## config.mk

```make
export PLATFORM = sky130hd
export DESIGN_NAME = div_ctrl
export DESIGN_NICKNAME = d
export VERILOG_FILES = /design/src/rtl/div_ctrl_pkg.sv /design/src/rtl/div_sign_adj.sv /design/src/rtl/div_ctrl.sv
export SDC_FILE = /design/constraint.sdc
export NUM_CORES = 1
export LEC_CHECK = 0
export ABC_AREA = 1
export CAP_MARGIN = 20
export CORE_ASPECT_RATIO = 1.5
export CORE_MARGIN = 3
export CORE_UTILIZATION = 45
export CTS_BUF_LIST = sky130_fd_sc_hd__clkbuf_8
export CTS_CLUSTER_DIAMETER = 150
export DETAILED_ROUTE_END_ITERATION = 7
export PLACE_DENSITY_LB_ADDON = 0.15
export SLEW_MARGIN = 25
export SYNTH_ARGS = -nofsm -noshare
export SYNTH_HDL_FRONTEND = slang
export SYNTH_SLANG_ARGS = --single-unit
```

## constraint.sdc

```tcl
create_clock -name cpu_clk -period 5.79 [get_ports cpu_clk]
set_input_delay 1.158 -clock cpu_clk [delete_from_list [all_inputs] [get_ports cpu_clk]]
set_output_delay 1.158 -clock cpu_clk [all_outputs]
set_load 0.01 [all_outputs]
```

## src/rtl/div_ctrl_pkg.sv

```systemverilog
// div_ctrl_pkg: shared width defaults, op encodings and FSM state encodings
// for the M-extension divider sequencer.
package div_ctrl_pkg;

    localparam int DIV_DW          = 32;
    localparam int DIV_TIMEOUT_DEF = 40;

    typedef enum logic [1:0] {
        DIV_OP_DIV  = 2'b00,
        DIV_OP_DIVU = 2'b01,
        DIV_OP_REM  = 2'b10,
        DIV_OP_REMU = 2'b11
    } div_op_e;

    typedef enum logic [1:0] {
        S_IDLE = 2'd0,
        S_RUN  = 2'd1,
        S_FIX  = 2'd2,
        S_RESP = 2'd3
    } div_state_e;

    function automatic logic op_is_signed(input logic [1:0] op);
        return ~op[0];
    endfunction

    function automatic logic op_is_rem(input logic [1:0] op);
        return op[1];
    endfunction

endpackage

```

## src/rtl/div_sign_adj.sv

```systemverilog
// div_sign_adj: conditional two's-complement negate, used both for operand
// magnitudes and for sign-correcting the core's results.
module div_sign_adj #(
    parameter int DW = 32
) (
    input  logic          i_neg,
    input  logic [DW-1:0] i_data,
    output logic [DW-1:0] o_data
);

    // Modulo-2^DW negate: the most negative value maps to itself, which is its correct unsigned magnitude.
    assign o_data = i_neg ? -i_data : i_data;

endmodule

```

## src/rtl/div_ctrl.sv

```systemverilog
// div_ctrl: sequences DIV/DIVU/REM/REMU between the issue stage and the unsigned
// divider core. Optional one-entry result cache enabled by defining DIV_OPCACHE_EN.
module div_ctrl
    import div_ctrl_pkg::*;
#(
    parameter int DW          = DIV_DW,
    parameter int DIV_TIMEOUT = DIV_TIMEOUT_DEF
) (
    input  logic          cpu_clk,
    input  logic          cpu_rst,
    input  logic          flush,
    input  logic          req_valid,
    output logic          req_ready,
    input  logic [1:0]    req_op,
    input  logic [DW-1:0] req_src1,
    input  logic [DW-1:0] req_src2,
    output logic          resp_valid,
    input  logic          resp_ready,
    output logic [DW-1:0] resp_data,
    output logic          resp_err,
    output logic          busy,
    output logic          div_start,
    output logic [DW-1:0] div_src_data1,
    output logic [DW-1:0] div_src_data2,
    input  logic          div_done,
    input  logic [DW-1:0] div_result,
    input  logic [DW-1:0] rem_result
);

    localparam int CW = $clog2(DIV_TIMEOUT + 1);

    div_state_e    r_state;
    logic [CW-1:0] r_cnt;
    logic          r_is_rem, r_neg1, r_neg2;
    logic [DW-1:0] r_mag1, r_mag2, r_quo, r_rem;
    logic          r_div_start, r_resp_valid, r_resp_err;
    logic [DW-1:0] r_resp_data;

    logic          w_accept, w_signed, w_neg1, w_neg2, w_div0, w_ovf, w_timeout;
    logic [DW-1:0] w_abs1, w_abs2, w_spec_data, w_fix_quo, w_fix_rem;

    // NOTE: every variable gets a value on every path through always_comb, otherwise a latch is inferred.
    always_comb begin
        w_accept    = req_valid & req_ready;
        w_signed    = op_is_signed(req_op);
        w_neg1      = w_signed & req_src1[DW-1];
        w_neg2      = w_signed & req_src2[DW-1];
        w_div0      = (req_src2 == '0);
        w_ovf       = w_signed & (req_src1 == {1'b1, {(DW-1){1'b0}}}) & (req_src2 == '1);
        w_spec_data = '0;
        if (w_div0)
            w_spec_data = op_is_rem(req_op) ? req_src1 : '1;
        else if (w_ovf)
            w_spec_data = op_is_rem(req_op) ? '0 : req_src1;
    end

    assign w_timeout = (r_state == S_RUN) & ~flush & ~div_done & (r_cnt == CW'(DIV_TIMEOUT - 1));

    div_sign_adj #(.DW(DW)) u_abs1 (.i_neg(w_neg1),          .i_data(req_src1), .o_data(w_abs1));
    div_sign_adj #(.DW(DW)) u_abs2 (.i_neg(w_neg2),          .i_data(req_src2), .o_data(w_abs2));
    div_sign_adj #(.DW(DW)) u_fixq (.i_neg(r_neg1 ^ r_neg2), .i_data(r_quo),    .o_data(w_fix_quo));
    div_sign_adj #(.DW(DW)) u_fixr (.i_neg(r_neg1),          .i_data(r_rem),    .o_data(w_fix_rem));

`ifdef DIV_OPCACHE_EN
    logic          r_c_valid, r_c_signed, r_signed;
    logic [DW-1:0] r_c_src1, r_c_src2, r_c_quo, r_c_rem, r_src1, r_src2;
    logic          w_hit;

    assign w_hit = r_c_valid & (req_src1 == r_c_src1) & (req_src2 == r_c_src2)
                 & (w_signed == r_c_signed);

    // NOTE: the entry payload is reset along with its valid bit so no X can ever be forwarded to resp_data.
    always_ff @(posedge cpu_clk or posedge cpu_rst) begin
        if (cpu_rst) begin
            r_c_valid  <= 1'b0;
            r_c_signed <= 1'b0;
            r_c_src1   <= '0;
            r_c_src2   <= '0;
            r_c_quo    <= '0;
            r_c_rem    <= '0;
            r_signed   <= 1'b0;
            r_src1     <= '0;
            r_src2     <= '0;
        end else begin
            if (w_accept) begin
                r_signed <= w_signed;
                r_src1   <= req_src1;
                r_src2   <= req_src2;
            end
            if (w_timeout) begin
                r_c_valid <= 1'b0;
            end else if (r_state == S_FIX && !flush) begin
                r_c_valid  <= 1'b1;
                r_c_signed <= r_signed;
                r_c_src1   <= r_src1;
                r_c_src2   <= r_src2;
                r_c_quo    <= w_fix_quo;
                r_c_rem    <= w_fix_rem;
            end
        end
    end
`endif

    // NOTE: state is updated with non-blocking assignments so every register samples pre-edge values.
    always_ff @(posedge cpu_clk or posedge cpu_rst) begin
        if (cpu_rst) begin
            r_state      <= S_IDLE;
            r_cnt        <= '0;
            r_is_rem     <= 1'b0;
            r_neg1       <= 1'b0;
            r_neg2       <= 1'b0;
            r_mag1       <= '0;
            r_mag2       <= '0;
            r_quo        <= '0;
            r_rem        <= '0;
            r_div_start  <= 1'b0;
            r_resp_valid <= 1'b0;
            r_resp_err   <= 1'b0;
            r_resp_data  <= '0;
        end else if (flush) begin
            r_state      <= S_IDLE;
            r_div_start  <= 1'b0;
            r_resp_valid <= 1'b0;
            r_resp_err   <= 1'b0;
        end else begin
            case (r_state)
                S_IDLE: begin
                    if (w_accept) begin
                        r_is_rem <= op_is_rem(req_op);
                        r_neg1   <= w_neg1;
                        r_neg2   <= w_neg2;
                        r_mag1   <= w_abs1;
                        r_mag2   <= w_abs2;
                        if (w_div0 | w_ovf) begin
                            r_resp_data  <= w_spec_data;
                            r_resp_valid <= 1'b1;
                            r_state      <= S_RESP;
`ifdef DIV_OPCACHE_EN
                        end else if (w_hit) begin
                            r_resp_data  <= op_is_rem(req_op) ? r_c_rem : r_c_quo;
                            r_resp_valid <= 1'b1;
                            r_state      <= S_RESP;
`endif
                        end else begin
                            r_cnt       <= '0;
                            r_div_start <= 1'b1;
                            r_state     <= S_RUN;
                        end
                    end
                end
                S_RUN: begin
                    if (div_done) begin
                        r_quo       <= div_result;
                        r_rem       <= rem_result;
                        r_div_start <= 1'b0;
                        r_state     <= S_FIX;
                    end else if (w_timeout) begin
                        r_div_start  <= 1'b0;
                        r_resp_data  <= '0;
                        r_resp_err   <= 1'b1;
                        r_resp_valid <= 1'b1;
                        r_state      <= S_RESP;
                    end else begin
                        r_cnt <= r_cnt + CW'(1);
                    end
                end
                S_FIX: begin
                    r_resp_data  <= r_is_rem ? w_fix_rem : w_fix_quo;
                    r_resp_valid <= 1'b1;
                    r_state      <= S_RESP;
                end
                S_RESP: begin
                    if (resp_ready) begin
                        r_resp_valid <= 1'b0;
                        r_resp_err   <= 1'b0;
                        r_state      <= S_IDLE;
                    end
                end
                default: r_state <= S_IDLE;
            endcase
        end
    end

    assign req_ready     = (r_state == S_IDLE) & ~flush;
    assign busy          = (r_state != S_IDLE);
    assign div_start     = r_div_start;
    assign div_src_data1 = r_mag1;
    assign div_src_data2 = r_mag2;
    assign resp_valid    = r_resp_valid;
    assign resp_err      = r_resp_err;
    assign resp_data     = r_resp_data;

endmodule

```

==> impl_metrics.json, run 1 <==
{
  "outcome": "complete, no violations",
  "finalCoreUtilization_pct": 58.15,
  "fin_crit_ns": 3.596,
  "die_area_um2": 27200,
  "cts.path.max_buffers": 2,
  "rsz0062_at_grt": "no",
  "cts_sinks": 174,
  "place_congestion": 0.9294,
  "max_slew_margin_pct": 33.87,
  "antenna_cells": 0,
  "clk_latency_ns": 0.50,
  "cap_violations": 0,
  "worstSetupPathType": "in -> out",
  "dr.pass1.iters": 6,
  "post_cts_buffers": 0,
  "crit_top_cell": "clkdlybuf4s50_1",
  "io_buffers": 236,
  "first_global_vias": 11570,
  "finalCritPeriodShare_pct": 62.10,
  "synth_warnings": 0,
  "wire_per_inst_um": 17.43,
  "layout_commonest_cell": "nand2_1",
  "use_met1_pct": 34.59,
  "crit_fanout": 6,
  "critPathCaptureType": "output pin",
  "syn_nets": 1836,
  "report.final.slew_viol_count": 0,
  "cts_tree": "built",
  "grt_pass1_wl_um": 61350,
  "hold_violations": 0,
  "design.core.area_um2": 24610,
  "multiInputGateArea_um2": 6055,
  "grtUsageMet3_pct": 5.416,
  "ys_types": 42,
  "final_antenna_net_count": 0,
  "syn_avg_cell_area_um2": 6.720,
  "ys_seq_area_share_pct": 38.36,
  "power_density_nw_per_um2": 437.7,
  "min_path_type": "reg -> reg",
  "vias": 11950,
  "drt_iter0_markers": 751,
  "p_comb_share_pct": 51.8,
  "area_growth_pct": 26.08,
  "path_clk_slew_ns": 0.10,
  "setup_tns_ns": 0,
  "antenna_found_initial": 0,
  "row_count": 70,
  "pin_count": 237,
  "pwr-share-clk_pct": 13.1,
  "fin_nets": 2037,
  "grtUsageTotal_pct": 28.54,
  "path_cells": "clkdlybuf4s50_1, nor2_1, clkdlybuf4s50_1",
  "cp.required_ns": 4.63,
  "initial_core_util_pct": 46.12,
  "p_leak_nw": 6.834,
  "ir_drop_mv": 0.2270,
  "final_layout_size_suffix_gt1_share_pct": 5.360,
  "grt_util_met2_pct": 48.68,
  "cts_hold_buf": 0,
  "worstMarginPinSlew_ns": 0.9919,
  "grt_max_degree": 175,
  "hold_path_depth": 2,
  "synthCells": 1689,
  "ys_ff_latch": 174,
  "cts_max_level": 4,
  "final_cell_mix": "nand2_1, clkdlybuf4s50_1, nand3_1",
  "slowest_stage": "clkdlybuf4s50_1",
  "drc": 0,
  "cp_slowest_stage_delay_ns": 0.57,
  "place_hpwl_um": 29660,
  "clockRootBuffer": "clkbuf_8",
  "viasPerCell": 5.367,
  "power.total_mw": 6.264,
  "cts_buffers": 17,
  "worst_clock_skew_ns": 0.01172,
  "die_height_um": 200.5,
  "regArea_um2": 4354,
  "fill_cells": 2371,
  "netlist_area_um2": 11350,
  "busiest_layer": "met2",
  "switchingPower_mw": 2.917,
  "finalWirelength_um": 38810,
  "reg2reg_depth": 11,
  "max_freq_mhz": 278.1,
  "ctsResizeCount": 0,
  "overflow": 0,
  "seq_power_share_pct": 35.1,
  "die_w_um": 135.7,
  "critPathLaunchType": "input pin",
  "power.internal_mw": 3.347,
  "switching_share_pct": 46.56,
  "cp.arrival_ns": 2.44,
  "finalSetupViolCount": 0
}
## cells by family after synthesis
family,Yosys count,share of synthesized area [%]
DFF,174,38.36
AOI/OAI and AO/OA,230,10.74
adders and majority gates,11,1.213
and+or+nand+nor,991,37.53
muxes,7,0.6945
buffers and inverters,237,8.454
xor gates and xnor gates,39,3.009
## stage by stage
| stage | setup slack [ns] | cell area (um2) | instances | hold slack [ns] |
|---|---|---|---|---|
| floorplan | 2.407 | 11350 | 1689 | 0.4632 |
| global placement | 2.029 | 13910 | 2193 | 0.4663 |
| detailed placement | 1.944 | 13910 | 2193 | 0.4655 |
| CTS | 2.204 | 14270 | 2225 | 0.4986 |
| global route | 2.124 | 14310 | 2227 | 0.5154 |
| finish | 2.194 | 14310 | 2227 | 0.4921 |
## final timing paths
check / from / end / slack, ns
max: flush / req_ready / 2.19
min: div_src_data2[12] / div_src_data2[12] / 0.49
max reg2reg: r_neg1 / resp_data[23] / 2.66
min reg2reg: div_src_data2[12] / div_src_data2[12] / 0.49
max in group asynchronous: cpu_rst / div_src_data1[12] / 3.76
min in group asynchronous: cpu_rst / r_cnt[1] / 1.07
## layer usage
layer / wire (um) / vias to the layer above
met5: 0 / -
met4: 1749 / 0
met3: 2512 / 86
met2: 19400 / 457
met1: 15150 / 5546
li1: - / 5863
## layout make-up
| cell class | count | area share, % |
|---|---|---|
| multi-input combinational | 1278 | 42.31 |
| inverter | 171 | 4.520 |
| timing repair buffer | 248 | 17.39 |
| tap | 324 | 2.833 |
| clock inverter | 12 | 0.6033 |
| clock buffer | 20 | 1.923 |
| sequential | 174 | 30.42 |
## cells in the mapped netlist
cell type,count,area (um2)
nand2_1,491,1843
nand3_1,217,1086
nor2_1,206,773.2
dfrtp_1,174,4354
inv_1,150,563.0
o21ai_0,90,450.4
a21oi_1,78,390.4
xor2_1,38,332.8
o21ai_1,34,170.2
nand4_1,30,187.7
clkbuf_1,29,108.9
o211ai_1,18,135.1
buf_2,16,80.08
inv_2,16,60.06
buf_1,14,52.55
nor3_1,13,65.06
ha_1,11,137.6
mux2_2,7,78.83
buf_6,6,67.56
nor2_2,6,37.54
or2_2,5,31.28
clkinv_1,4,15.01
nand3_2,4,40.04
nor3_2,4,40.04
a31oi_1,3,18.77
o31ai_1,3,22.52
and3_1,2,12.51
nand2_2,2,12.51
nand2_4,2,22.52
nand3b_1,2,15.01
nor2_4,2,22.52
nor3_4,2,32.53
a211oi_1,1,7.510
a21o_1,1,7.510
buf_4,1,7.510
clkinv_2,1,5.000
nand4_2,1,12.51
nor2_8,1,20.02
nor4_1,1,6.260
o21a_1,1,7.510
o21ai_2,1,8.760
xnor2_1,1,8.760
## power by group through the flow
stage / registers, mW / logic (mW) / clock network (mW)
CTS: 2.19 / 3.25 / 0.834
global route: 2.26 / 3.60 / 0.887
detailed placement: 2.20 / 3.24 / 0
floorplan: 2.18 / 1.85 / 0
finish: 2.20 / 3.24 / 0.818
global placement: 2.21 / 3.19 / 0
## critical path, delay by kind of cell
family	cells	cell delay (ns)
buf+inv	2	1.08
simple gates	1	0.20
## registers in the layout, summed over array words and instances (netlist names)
| name | flops |
|---|---|
| r_cnt | 6 |
| r_is_rem | 1 |
| resp_valid | 1 |
| div_start | 1 |
| r_rem | 32 |
| div_src_data2 | 32 |
| resp_data | 32 |
| r_neg1 | 1 |
| r_state | 2 |
| resp_err | 1 |
| r_quo | 32 |
| r_neg2 | 1 |
| div_src_data1 | 32 |
Power figures use the tool's default switching activity.
==> inputs of run 2 (changes only) <==
Clock period 5.79 ns to 3.6 ns, I/O delays scaled along.
==> run 2 against run 1 <==
Net effect:
- combinational power rose by 65%
- final cell count rose by 0.49%
- sequential share of layout area fell by 0.37 points
- critical path type is now reg -> out
- clock skew fell by 0.0011 ns
- clock power rose by 88%
- critical path depth rose by 2
- via count rose by 0.13%
- setup slack got worse by 1.6 ns
- register-to-register slack got worse by 1.6 ns
- highest routed layer unchanged
- global-route usage rose by 0.72 points
- core utilization rose by 0.71 points
- wire length rose by 1.4%
==> impl_metrics.json, run 2 (synthesis gave the netlist of run 1 again) <==
{
  "postLayoutCellArea_um2": 14490,
  "setup_slack_ns": 0.6043,
  "dp_slack_ns": 0.4563,
  "hp-start": "div_src_data1[6]",
  "cp.required_ns": 2.88,
  "hold_path_end": "div_src_data1[6]",
  "finalCritPeriodShare_pct": 83.21,
  "hold_violations": 0,
  "worstMarginPinSlew_ns": 0.9474,
  "fin_crit_ns": 2.996,
  "finalWirelength_um": 39340,
  "cts_hold_buf": 0,
  "die_area_um2": 27200,
  "row_count": 70,
  "worstSetupPathType": "reg -> out",
  "pin_count": 237,
  "grt_max_degree": 107,
  "power.total_mw": 10.38,
  "place_congestion": 0.9671,
  "cts_buffers": 17,
  "die_height_um": 200.5,
  "placed_cell_area_um2": 14060,
  "die_w_um": 135.7,
  "finalSetupViolCount": 0,
  "final_antenna_net_count": 0,
  "power_density_nw_per_um2": 716.9,
  "antenna_found_initial": 0,
  "final_cell_mix": "nand2_1, clkdlybuf4s50_1, nand3_1",
  "report.final.slew_viol_count": 0,
  "cts_max_level": 4,
  "final_cells": 2238,
  "reg2reg_to": "div_src_data2[12]",
  "max_freq_mhz": 333.8,
  "io_buffers": 236,
  "outcome": "complete, no violations",
  "cts.path.max_buffers": 2,
  "ir_drop_mv": 0.3477,
  "dp_cells": 2206,
  "ctsResizeCount": 0,
  "critPathCaptureType": "output pin",
  "design.core.area_um2": 24610,
  "clk_latency_ns": 0.49,
  "p_leak_nw": 6.928,
  "crit_fanout": 6,
  "dr.pass1.iters": 5,
  "fill_cells": 2416,
  "min_path_type": "reg -> reg",
  "r2r_slack_ns": 1.07,
  "drt_iter0_markers": 874,
  "rsz0062_at_grt": "no",
  "cap_violations": 0,
  "grt_pass1_wl_um": 62710,
  "finalHoldWorstSlack_ns": 0.4928,
  "final_layout_size_suffix_gt1_share_pct": 5.904,
  "area_growth_pct": 27.62,
  "wire_per_inst_um": 17.58,
  "reg2reg_depth": 9,
  "overflow": 0,
  "cts_sinks": 174,
  "post_cts_buffers": 0,
  "viasPerCell": 5.347,
  "max_slew_margin_pct": 36.84,
  "layout_commonest_cell": "nand2_1",
  "initial_core_util_pct": 46.12,
  "critPathLaunchType": "register",
  "finalCoreUtilization_pct": 58.86,
  "clockRootBuffer": "clkbuf_8",
  "drc": 0,
  "hold_path_depth": 2,
  "vias": 11970,
  "place_hpwl_um": 30660,
  "path_clk_slew_ns": 0.10,
  "antenna_cells": 0,
  "worst_clock_skew_ns": 0.01058,
  "fin_nets": 2048,
  "cp.arrival_ns": 2.28,
  "setup_tns_ns": 0,
  "rr_startpoint": "r_state[0]",
  "grtUsageTotal_pct": 29.26,
  "cts_tree": "built",
  "first_global_vias": 11740
}
==> run 2: cell count changes in the layout (fill, tap and decap cells not counted), sizes merged <==
| cell | change |
|---|---|
| inv | +6 |
| clkbuf | -3 |
| buf | +11 |
| bufinv | +3 |
| clkinv | -5 |
| clkinvlp | -1 |
==> run 2: power by group <==
group / internal [mW] / switching (mW) / total (mW) / leakage (nW)
Clock: 0.710 / 0.833 / 1.54 / 0.213
Combinational: 2.13 / 3.23 / 5.36 / 4.60
Sequential: 2.77 / 0.703 / 3.48 / 2.12
Total: 5.62 / 4.77 / 10.4 / 6.93
==> run 2: worst max-delay path by stage <==
| stage | startpoint | endpoint | slack (ns) | depth (start not counted) |
|---|---|---|---|---|
| floorplan | cpu_rst | div_src_data1[0] | 0.66 | 1 |
| CTS | r_state[0] | req_ready | 0.60 | 5 |
| detailed placement | req_src1[0] | resp_data[3] | 0.46 | 13 |
| global route | r_state[0] | req_ready | 0.46 | 5 |
| global placement | req_src2[1] | resp_data[13] | 0.54 | 13 |
| finish | r_state[0] | req_ready | 0.60 | 5 |
==> run 2: final cells by class <==
class	instances	area [um2]	share of cell area, %
Sequential cell	174	4354	30.06
Clock inverter	15	193.9	1.339
Multi-Input combinational cell	1278	6055	41.79
Inverter	171	646.9	4.465
Timing Repair Buffer	259	2597	17.93
Tap cell	324	405.4	2.798
Clock buffer	17	234.0	1.615
==> run 2: critical path: stages (launching register included) <==
cell             delay, ns
dfrtp_1               0.45
inv_1                 0.16
ha_1                  0.33
inv_1                 0.15
nor2_1                0.14
clkdlybuf4s50_1       0.56
==> run 2: metal layers <==
layer | GRT usage, % | vias up | part of all wire (%)
met3 | 6.369 | 69 | 6.7
li1 | - | 5885 | -
met5 | 0 | - | 0
met1 | 35.25 | 5591 | 39
met2 | 51.16 | 422 | 50
met4 | 10.16 | 0 | 3.6
==> inputs of run 3 (changes only) <==
Clock period 3.6 ns to 2.75 ns, I/O delays scaled along.
==> run 3 against run 2 <==
Net effect:
- non-clock buffer count increased by 40
- cell area increased by 2.1%
- hold slack got worse by 0.16 ns
- clock skew increased by 0.0044 ns
- total power increased by 32%
- sequential share of layout area decreased by 0.61 points
- critical endpoint unchanged
==> impl_metrics.json, run 3 (synthesis gave the netlist of run 1 again) <==
{
  "design.core.area_um2": 24610,
  "cts_buffers": 17,
  "drt_iter0_markers": 887,
  "dr.pass1.iters": 8,
  "clk_latency_ns": 0.49,
  "cts.path.max_buffers": 2,
  "final_antenna_net_count": 0,
  "die_height_um": 200.5,
  "slowest_stage": "clkdlybuf4s50_1",
  "place_hpwl_um": 31030,
  "grt_max_degree": 107,
  "io_buffers": 236,
  "viasPerCell": 5.336,
  "ir_drop_mv": 0.4489,
  "reg2reg_depth": 11,
  "max_slew_margin_pct": 41.16,
  "antenna_found_initial": 1,
  "dp_slack_ns": 0.03045,
  "crit_fanout": 4,
  "worstMarginPinSlew_ns": 0.8816,
  "power_density_nw_per_um2": 928.9,
  "reg2reg_to": "resp_data[24]",
  "hold_violations": 0,
  "finalHoldWorstSlack_ns": 0.3328,
  "layout_commonest_cell": "nand2_1",
  "worstSetupPathType": "reg -> out",
  "first_global_vias": 12010,
  "fill_cells": 2366,
  "place_congestion": 0.9386,
  "placed_cell_area_um2": 14410,
  "regArea_um2": 4355,
  "final_cell_mix": "nand2_1, clkdlybuf4s50_1, nand3_1",
  "vias": 12160,
  "cp_slowest_stage_delay_ns": 0.56,
  "fin_crit_ns": 2.625,
  "clockRootBuffer": "clkbuf_8",
  "initial_core_util_pct": 46.12,
  "cp.required_ns": 2.20,
  "finalCoreUtilization_pct": 60.10,
  "fin_nets": 2088,
  "row_count": 70,
  "overflow": 0,
  "die_area_um2": 27200,
  "post_cts_buffers": 0,
  "min_path_type": "in -> async",
  "area_growth_pct": 30.31,
  "finalWirelength_um": 39590,
  "worst_clock_skew_ns": 0.01495,
  "critPathCaptureType": "output pin",
  "cp.arrival_ns": 2.07,
  "finalCritPeriodShare_pct": 95.44,
  "drc": 0,
  "report.final.slew_viol_count": 0,
  "cap_violations": 0,
  "postLayoutCellArea_um2": 14790,
  "finalSetupViolCount": 0,
  "grt_pass1_wl_um": 62760,
  "max_freq_mhz": 381.0,
  "pin_count": 237,
  "setup_slack_ns": 0.1254,
  "crit_top_cell": "inv_1",
  "rr_startpoint": "r_state[1]",
  "path_cells": "inv_1, ha_4, inv_1, nor2_1, clkdlybuf4s50_1",
  "cts_tree": "built",
  "rsz0062_at_grt": "no",
  "outcome": "complete, no violations",
  "r2r_slack_ns": 0.46,
  "cts_sinks": 174,
  "path_clk_slew_ns": 0.10,
  "wire_per_inst_um": 17.37,
  "final_layout_size_suffix_gt1_share_pct": 7.881,
  "die_w_um": 135.7,
  "critPathLaunchType": "register",
  "cts_max_level": 4,
  "grtUsageTotal_pct": 29.25,
  "p_leak_nw": 7.116,
  "multiInputGateArea_um2": 6067
}
==> run 3: worst max path at each step <==
stage | start | endpoint | slack [ns] | cells past startpoint
finish | r_state[1] | req_ready | 0.13 | 5
floorplan | cpu_rst | div_src_data1[0] | -0.02 | 1
global route | r_state[1] | req_ready | 0.01 | 5
CTS | r_state[0] | req_ready | 0.002 | 5
global placement | req_src1[0] | resp_data[3] | 0.14 | 13
detailed placement | req_src1[0] | resp_data[1] | 0.03 | 13
==> run 3: report_power, final <==
part | internal [mW] | total, mW | switching (mW)
clock | 0.739 | 1.76 | 1.02
sequential | 3.63 | 4.55 | 0.914
combinational | 3.13 | 7.43 | 4.30
total | 7.51 | 13.7 | 6.23
==> run 3: metrics by stage <==
stage | std cells | setup TNS, ns | total power, mW
global route | 2279 | 0 | 14.81
CTS | 2278 | 0 | 13.77
floorplan | 1689 | -4.291 | 8.483
detailed placement | 2246 | 0 | 11.95
global placement | 2246 | 0 | 11.85
finish | 2279 | 0 | 13.74
==> run 3: timing repair <==
item                       in CTS  in global routing
hold buffers                    0                  0
resized for setup               1                  3
pin swaps                       0                  0
cloned                          0                  0
setup endpoints to repair       1                  1
==> run 3: layout make-up <==
type | count | area share, %
Multi-Input combinational cell | 1278 | 41.02
Clock inverter | 14 | 0.8036
Antenna cell | 1 | 0.01692
Tap cell | 324 | 2.741
Timing Repair Buffer | 299 | 19.93
Inverter | 171 | 4.373
Clock buffer | 18 | 1.675
Sequential cell | 174 | 29.45
==> run 3: critical path, delay by kind of cell, from the launching register on <==
kind          cells  cell delay [ns]
buf+inv           3             0.81
flops             1             0.43
fa+ha+maj         1             0.20
simple gates      1             0.14
==> run 3: layer usage <==
layer	vias to the layer above	part of all wire [%]	track usage (%)
met5	-	0	0
met3	89	7.4	6.494
li1	5975	-	-
met4	0	3.8	11.78
met1	5640	38	33.86
met2	457	51	51.75
==> patch 1, RTL diff (flow settings as in run 2) <==
Add an input register stage for `div_done` and `div_result`, cleared by the reset; this delays them by one clock. The other inputs are not delayed to match.
--- a/src/rtl/div_ctrl.sv
+++ b/src/rtl/div_ctrl.sv
@@ -29,6 +29,19 @@
 
     localparam int CW = $clog2(DIV_TIMEOUT + 1);
 
+    logic div_done_q;
+    logic [DW-1:0] div_result_q;
+
+    always_ff @(posedge cpu_clk or posedge cpu_rst) begin
+        if (cpu_rst) begin
+            div_done_q   <= '0;
+            div_result_q <= '0;
+        end else begin
+            div_done_q   <= div_done;
+            div_result_q <= div_result;
+        end
+    end
+
     div_state_e    r_state;
     logic [CW-1:0] r_cnt;
     logic          r_is_rem, r_neg1, r_neg2;
@@ -54,7 +67,7 @@
             w_spec_data = op_is_rem(req_op) ? '0 : req_src1;
     end
 
-    assign w_timeout = (r_state == S_RUN) & ~flush & ~div_done & (r_cnt == CW'(DIV_TIMEOUT - 1));
+    assign w_timeout = (r_state == S_RUN) & ~flush & ~div_done_q & (r_cnt == CW'(DIV_TIMEOUT - 1));
 
     div_sign_adj #(.DW(DW)) u_abs1 (.i_neg(w_neg1),          .i_data(req_src1), .o_data(w_abs1));
     div_sign_adj #(.DW(DW)) u_abs2 (.i_neg(w_neg2),          .i_data(req_src2), .o_data(w_abs2));
@@ -149,8 +162,8 @@
                     end
                 end
                 S_RUN: begin
-                    if (div_done) begin
-                        r_quo       <= div_result;
+                    if (div_done_q) begin
+                        r_quo       <= div_result_q;
                         r_rem       <= rem_result;
                         r_div_start <= 1'b0;
                         r_state     <= S_FIX;
Behaviour: not the same (Yosys sat finds a counterexample within 4 cycles, from zero or initial values and one cycle with cpu_rst high).
==> patch 1 against run 2 <==
Sequential share of layout area increased by 2.9 points. Synthesized cell count increased by 3.6%. Setup slack got worse by 0.030 ns. Power increased by 13%. Sequential cell count increased by 33. Area after synthesis increased by 8.0%. Count of clock-buffer cells in the layout increased by 29. Clock power increased by 57%. Utilization about the same. Wire length increased by 5.6%. Worst hold slack got worse by 0.013 ns. Cell area increased by 8.4%. Register-to-register slack improved by 0.12 ns. Critical path type unchanged.
==> patch 1: results (changes against run 2) <==
* GRT Overall Usage at 28.3% (was 29.3%)
* Slew @ Worst Pin at 0.840 ns (was 0.947 ns)
* Initial DRC count at 949 (was 874)
* Share of layout cells above drive strength 1 at 5.99% (was 5.90%)
* Main area contributors after synthesis: dfrtp_1 (42%), nand2_1 (17%), nand3_1 (7.8%) (was dfrtp_1 (38%), nand2_1 (16%), nand3_1 (9.6%))
* Placed cell area at 0.0149 sq mm (was 0.0141 sq mm)
* Sequential share of the synthesized area at 42.2% (was 38.4%)
* Clk buf depth at 3 (was 2)
* Count of unique library cells instantiated by Yosys at 46 (was 42)
* Arrival @ worst endpoint at 2.31 ns (was 2.28 ns)
* Power Internal at 6660 uW (was 5620 uW)
* CTS HTree Levels at 2 (was 4)
* Static Leak at 0.00750 uW (was 0.00693 uW)
* VDD IR-drop max at 446 uV (was 348 uV)
* Via density at 5.25 (was 5.35)
* GPL Wtd Cong at 0.961 (was 0.967)
* Max Fanout on Critical Path at 5 (was 6)
* Pre-antenna DRT Iters at 6 (was 5)
* Initial antenna violation count at 2 (was 0)
* Leading cell types by count after synthesis: nand2_1 (551), nor2_1 (229), dfrtp_1 (207) (was nand2_1 (491), nand3_1 (217), nor2_1 (206))
* Number of global-route vias before repair at 12,500 (was 11,700)
* Final net count at 2,125 (was 2,048)
* Fin Clk Skew at 0.0149 ns (was 0.0106 ns)
* I/O Buffers at 236 (unchanged)
* Post-CTS setup buffer count at 0 (unchanged)
* Status: completed (unchanged)
* Dpl cells at 2,277 (was 2,206)
* Clock Pin Slew Worst Setup and Hold Paths at 0.06 ns (was 0.10 ns)
* Post-Syn Nets at 1,897 (was 1,836)
* Pin count of the biggest net entering global routing at 126 (was 107)
* Endpoints failing setup at 0 (unchanged)
* Clk Latency, worst-skew pair at 0.56 ns (was 0.49 ns)
* CTS Buf Count at 36 (was 17)
* Post-Synthesis Mean Instance Area at 7.01 sq um (was 6.72 sq um)
[patch 1: cell count changes after synthesis, sizes merged, moves of 10 or more]
cell          run 2  this run
dfrtp           174       207
inv             166       146
nand2           495       559
nand3           221       194
nor2            215       242
o21ai           125       115
[patch 1: worst paths after layout]
check	from	endpoint	slack, ns	cells past startpoint
worst max-delay path	r_state[0]	req_ready	0.57	5
worst max register to register	r_state[1]	resp_data[24]	1.19	9
worst min-delay path	div_result_q[8]	r_quo[8]	0.48	1
worst min register to register	div_result_q[8]	r_quo[8]	0.48	1
max in group asynchronous	cpu_rst	r_quo[10]	2.28	3
min in group asynchronous	cpu_rst	r_rem[6]	0.55	2
[patch 1: kinds of logic after synthesis]
| kind of cell | share of synthesized area (%) |
|---|---|
| compound gates | 9.69 |
| mux | 0.367 |
| flops | 42.2 |
| xor+xnor | 2.64 |
| fa+ha+maj | 1.12 |
| buf+inv | 7.73 |
| simple gates | 36.2 |
[patch 1: final cells by class]
| type | instances | area, sq um |
|---|---|---|
| flip-flops and latches | 207 | 5180 |
| clock buffers | 46 | 633 |
| well taps | 337 | 422 |
| multi-input cells | 1325 | 6150 |
| inverters | 150 | 581 |
| fillers | 2557 | 11000 |
| clock inverters | 17 | 161 |
| repair buffers | 258 | 2580 |
[patch 1: power by group through the flow]
stage	logic, uW	clock network (uW)	registers, uW
floorplan	3030	0	3920
global placement	5300	0	3920
detailed placement	5380	0	3910
CTS	5400	2480	3900
global route	5990	2570	4010
finish	5390	2420	3910
[patch 1: critical path: stages, from the launching register on]
cell and delay [ns]:
dfrtp_1 0.42, inv_1 0.16, ha_1 0.26, inv_1 0.12
nor2_1 0.21, clkdlybuf4s50_1 0.59
[patch 1: per-stage QoR]
| step | setup WS, ns | hold WS, ns | power [uW] |
|---|---|---|---|
| 4_1_cts | 0.538 | 0.483 | 11800 |
| 6_report | 0.574 | 0.480 | 11700 |
| 3_5_place_dp | 0.555 | 0.465 | 9290 |
| 5_1_grt | 0.406 | 0.504 | 12600 |
| 2_1_floorplan | 0.194 | 0.456 | 6940 |
| 3_3_place_gp | 0.604 | 0.459 | 9230 |
[patch 1: per-layer routing]
layer	wire, um	track usage [%]	share of wire [%]
met4	1770	12.2	4.3
met2	20900	49.6	50
met3	2950	7.24	7.1
met1	15900	32.5	38
met5	32	0	0.077
==> patch 2, RTL diff (settings of run 2) <==
Made on the original files. `DIV_DW`: 32 -> 28.
--- a/src/rtl/div_ctrl_pkg.sv
+++ b/src/rtl/div_ctrl_pkg.sv
@@ -2,7 +2,7 @@
 // for the M-extension divider sequencer.
 package div_ctrl_pkg;
 
-    localparam int DIV_DW          = 32;
+    localparam int DIV_DW          = 28;
     localparam int DIV_TIMEOUT_DEF = 40;
 
     typedef enum logic [1:0] {
Ports: changed (7 resized); port bits go from 237 to 209. No check against the original RTL was run, so the function may have changed too.
==> patch 2 against run 2 <==
Sequential cell count is 20 lower. Area after synthesis is 13% lower. Power is 13% lower. Clock power is 6% lower. Setup slack better by 0.086 ns. Largest cell class unchanged. Highest routed layer unchanged. Wire length is 15% lower. Largest power group unchanged. Cell area is 13% lower. Combinational power is 16% lower. Sequential share of layout area is 0.43 points higher.
==> patch 2: results (changes against run 2) <==
* Syn Inst Count at 1,476 (was 1,689)
* Arrival @ worst endpoint at 2.19 ns (was 2.28 ns)
* VDD IR-drop max at 453 uV (was 348 uV)
* FFs w/ async S/R, synth at 100% (unchanged)
* Dpl cells at 1,913 (was 2,206)
* Max Fanout on Critical Path at 5 (was 6)
* Post-Synth XOR/XNOR Area at 2.83% (was 3.01%)
* Clk buf depth at 2 (unchanged)
* Initial antenna violation count at 0 (unchanged)
* Fill cells at 2,101 (was 2,416)
* Pin count of the biggest net entering global routing at 84 (was 107)
* Root buf cell: clkbuf_8 (unchanged)
* Slew @ Worst Pin at 0.910 ns (was 0.947 ns)
* Post-Syn Nets at 1,607 (was 1,836)
* Share of layout cells above drive strength 1 at 4.77% (was 5.90%)
* Routed via count at 10,400 (was 12,000)
* Leading cell types by count after synthesis: nand2_1 (444), nor2_1 (209), nand3_1 (170) (was nand2_1 (491), nand3_1 (217), nor2_1 (206))
* Initial DRC count at 790 (was 874)
* TNS Setup at 0 ns (unchanged)
* Yosys warnings at 0 (unchanged)
* GRT Overall Usage at 28.3% (was 29.3%)
* CTS Buf Count at 17 (unchanged)
* Most frequent cell after synthesis: nand2_1 (unchanged)
* Hold Crit Depth at 2 (unchanged)
* Static Leak at 0.00589 uW (was 0.00693 uW)
* First-pass GRT wire length at 53.0 mm (was 62.7 mm)
* Sequential share of the synthesized area at 39.0% (was 38.4%)
* Count of unique library cells instantiated by Yosys at 43 (was 42)
* I/O Buffers at 208 (was 236)
* Post_cts resized at 0 (unchanged)
* Final net count at 1,795 (was 2,048)
* Worst Hold Class: reg2reg (unchanged)
* Worst R2R Path Depth at 10 (was 9)
* DRT Wirelength at 33.5 mm (was 39.3 mm)
* Pre-antenna DRT Iters at 6 (was 5)
* Main area contributors after synthesis: dfrtp_1 (39%), nand2_1 (17%), nand3_1 (8.6%) (was dfrtp_1 (38%), nand2_1 (16%), nand3_1 (9.6%))
* GPL Wtd Cong at 0.987 (was 0.967)
* Number of diodes at 0 (unchanged)
* Adder-cell share of the synthesized area at 1.39% (was 1.21%)
* Synth Area in Compound Gates at 12.2% (was 10.7%)
* Critical path class: reg2out (unchanged)
* Fin Clk Skew at 0.0188 ns (was 0.0106 ns)
* Status: completed (unchanged)
* Clk Latency, worst-skew pair at 0.49 ns (about the same)
* Clock Pin Slew Worst Setup and Hold Paths at 0.09 ns
* Wire per inst at 17.2 um (was 17.6 um)
* Post-CTS setup buffer count at 0 (unchanged)
* CTS HTree Levels at 4 (unchanged)
* Detailed Place HPWL at 26.1 mm (was 30.7 mm)
* Mux share of post-synthesis cell area at 0.456% (was 0.694%)
[patch 2: changes by cell type in the layout (fill, tap and decap cells not counted), moves of 5 or more]
cell	change
nand2_1	-47
o21ai_1	-23
dfrtp_1	-20
clkdlybuf4s50_1	-28
xor2_1	-10
nor2_1	+5
o21ai_0	+17
inv_6	-5
o31ai_1	+5
nand4_1	-22
inv_2	-10
nand3_1	-47
inv_1	-35
[patch 2: routing by layer]
| layer | share of wire (%) | wire [um] | GRT usage [%] | up-vias |
|---|---|---|---|---|
| met4 | 6.5 | 2180 | 17.1 | 0 |
| met1 | 37 | 12400 | 31.1 | 4804 |
| met5 | 0 | 0 | 0 | - |
| met2 | 50 | 16700 | 48.5 | 384 |
| li1 | - | - | - | 5158 |
| met3 | 6.9 | 2310 | 7.27 | 96 |
[patch 2: path summary, 6_finish.rpt]
path / slack [ns] / end / startpoint
max in group asynchronous: 2.15 / r_quo[25] / cpu_rst
min reg2reg: 0.49 / div_src_data1[26] / div_src_data1[26]
max: 0.69 / req_ready / r_state[0]
min: 0.49 / div_src_data1[26] / div_src_data1[26]
max reg2reg: 0.92 / resp_data[15] / r_neg2
min in group asynchronous: 0.68 / r_rem[19] / cpu_rst
[patch 2: area by class of cell]
class | instances | share of cell area (%)
multi-input cells | 1142 | 42.0
flip-flops and latches | 154 | 30.5
repair buffers | 225 | 17.8
inverters | 124 | 3.73
well taps | 268 | 2.65
clock buffers | 17 | 1.85
clock inverters | 15 | 1.50
[patch 2: per-stage QoR]
step	cell area (sq um)	power, uW	worst slack, ns
4_1_cts	12600	9070	0.674
2_1_floorplan	9890	5550	0.935
6_report	12600	9030	0.690
5_1_grt	12600	9720	0.562
3_5_place_dp	12200	7590	0.493
3_3_place_gp	12200	7540	0.578
[patch 2: cells by family after synthesis]
family,Yosys count
simple gates,871
compound gates,224
buf+inv,180
flops,154
xor+xnor,32
fa+ha+maj,11
mux,4
[patch 2: power by group]
group	leakage, uW	internal [uW]	switching, uW
Combinational	0.00380	1810	2700
Clock	0.000216	702	742
Sequential	0.00188	2460	624
[patch 2: worst max-delay path: stages, from the launching register on]
cell	delay (ns)
dfrtp_1	0.44
inv_1	0.14
ha_1	0.24
inv_1	0.15
nor2_4	0.18
clkdlybuf4s50_1	0.57
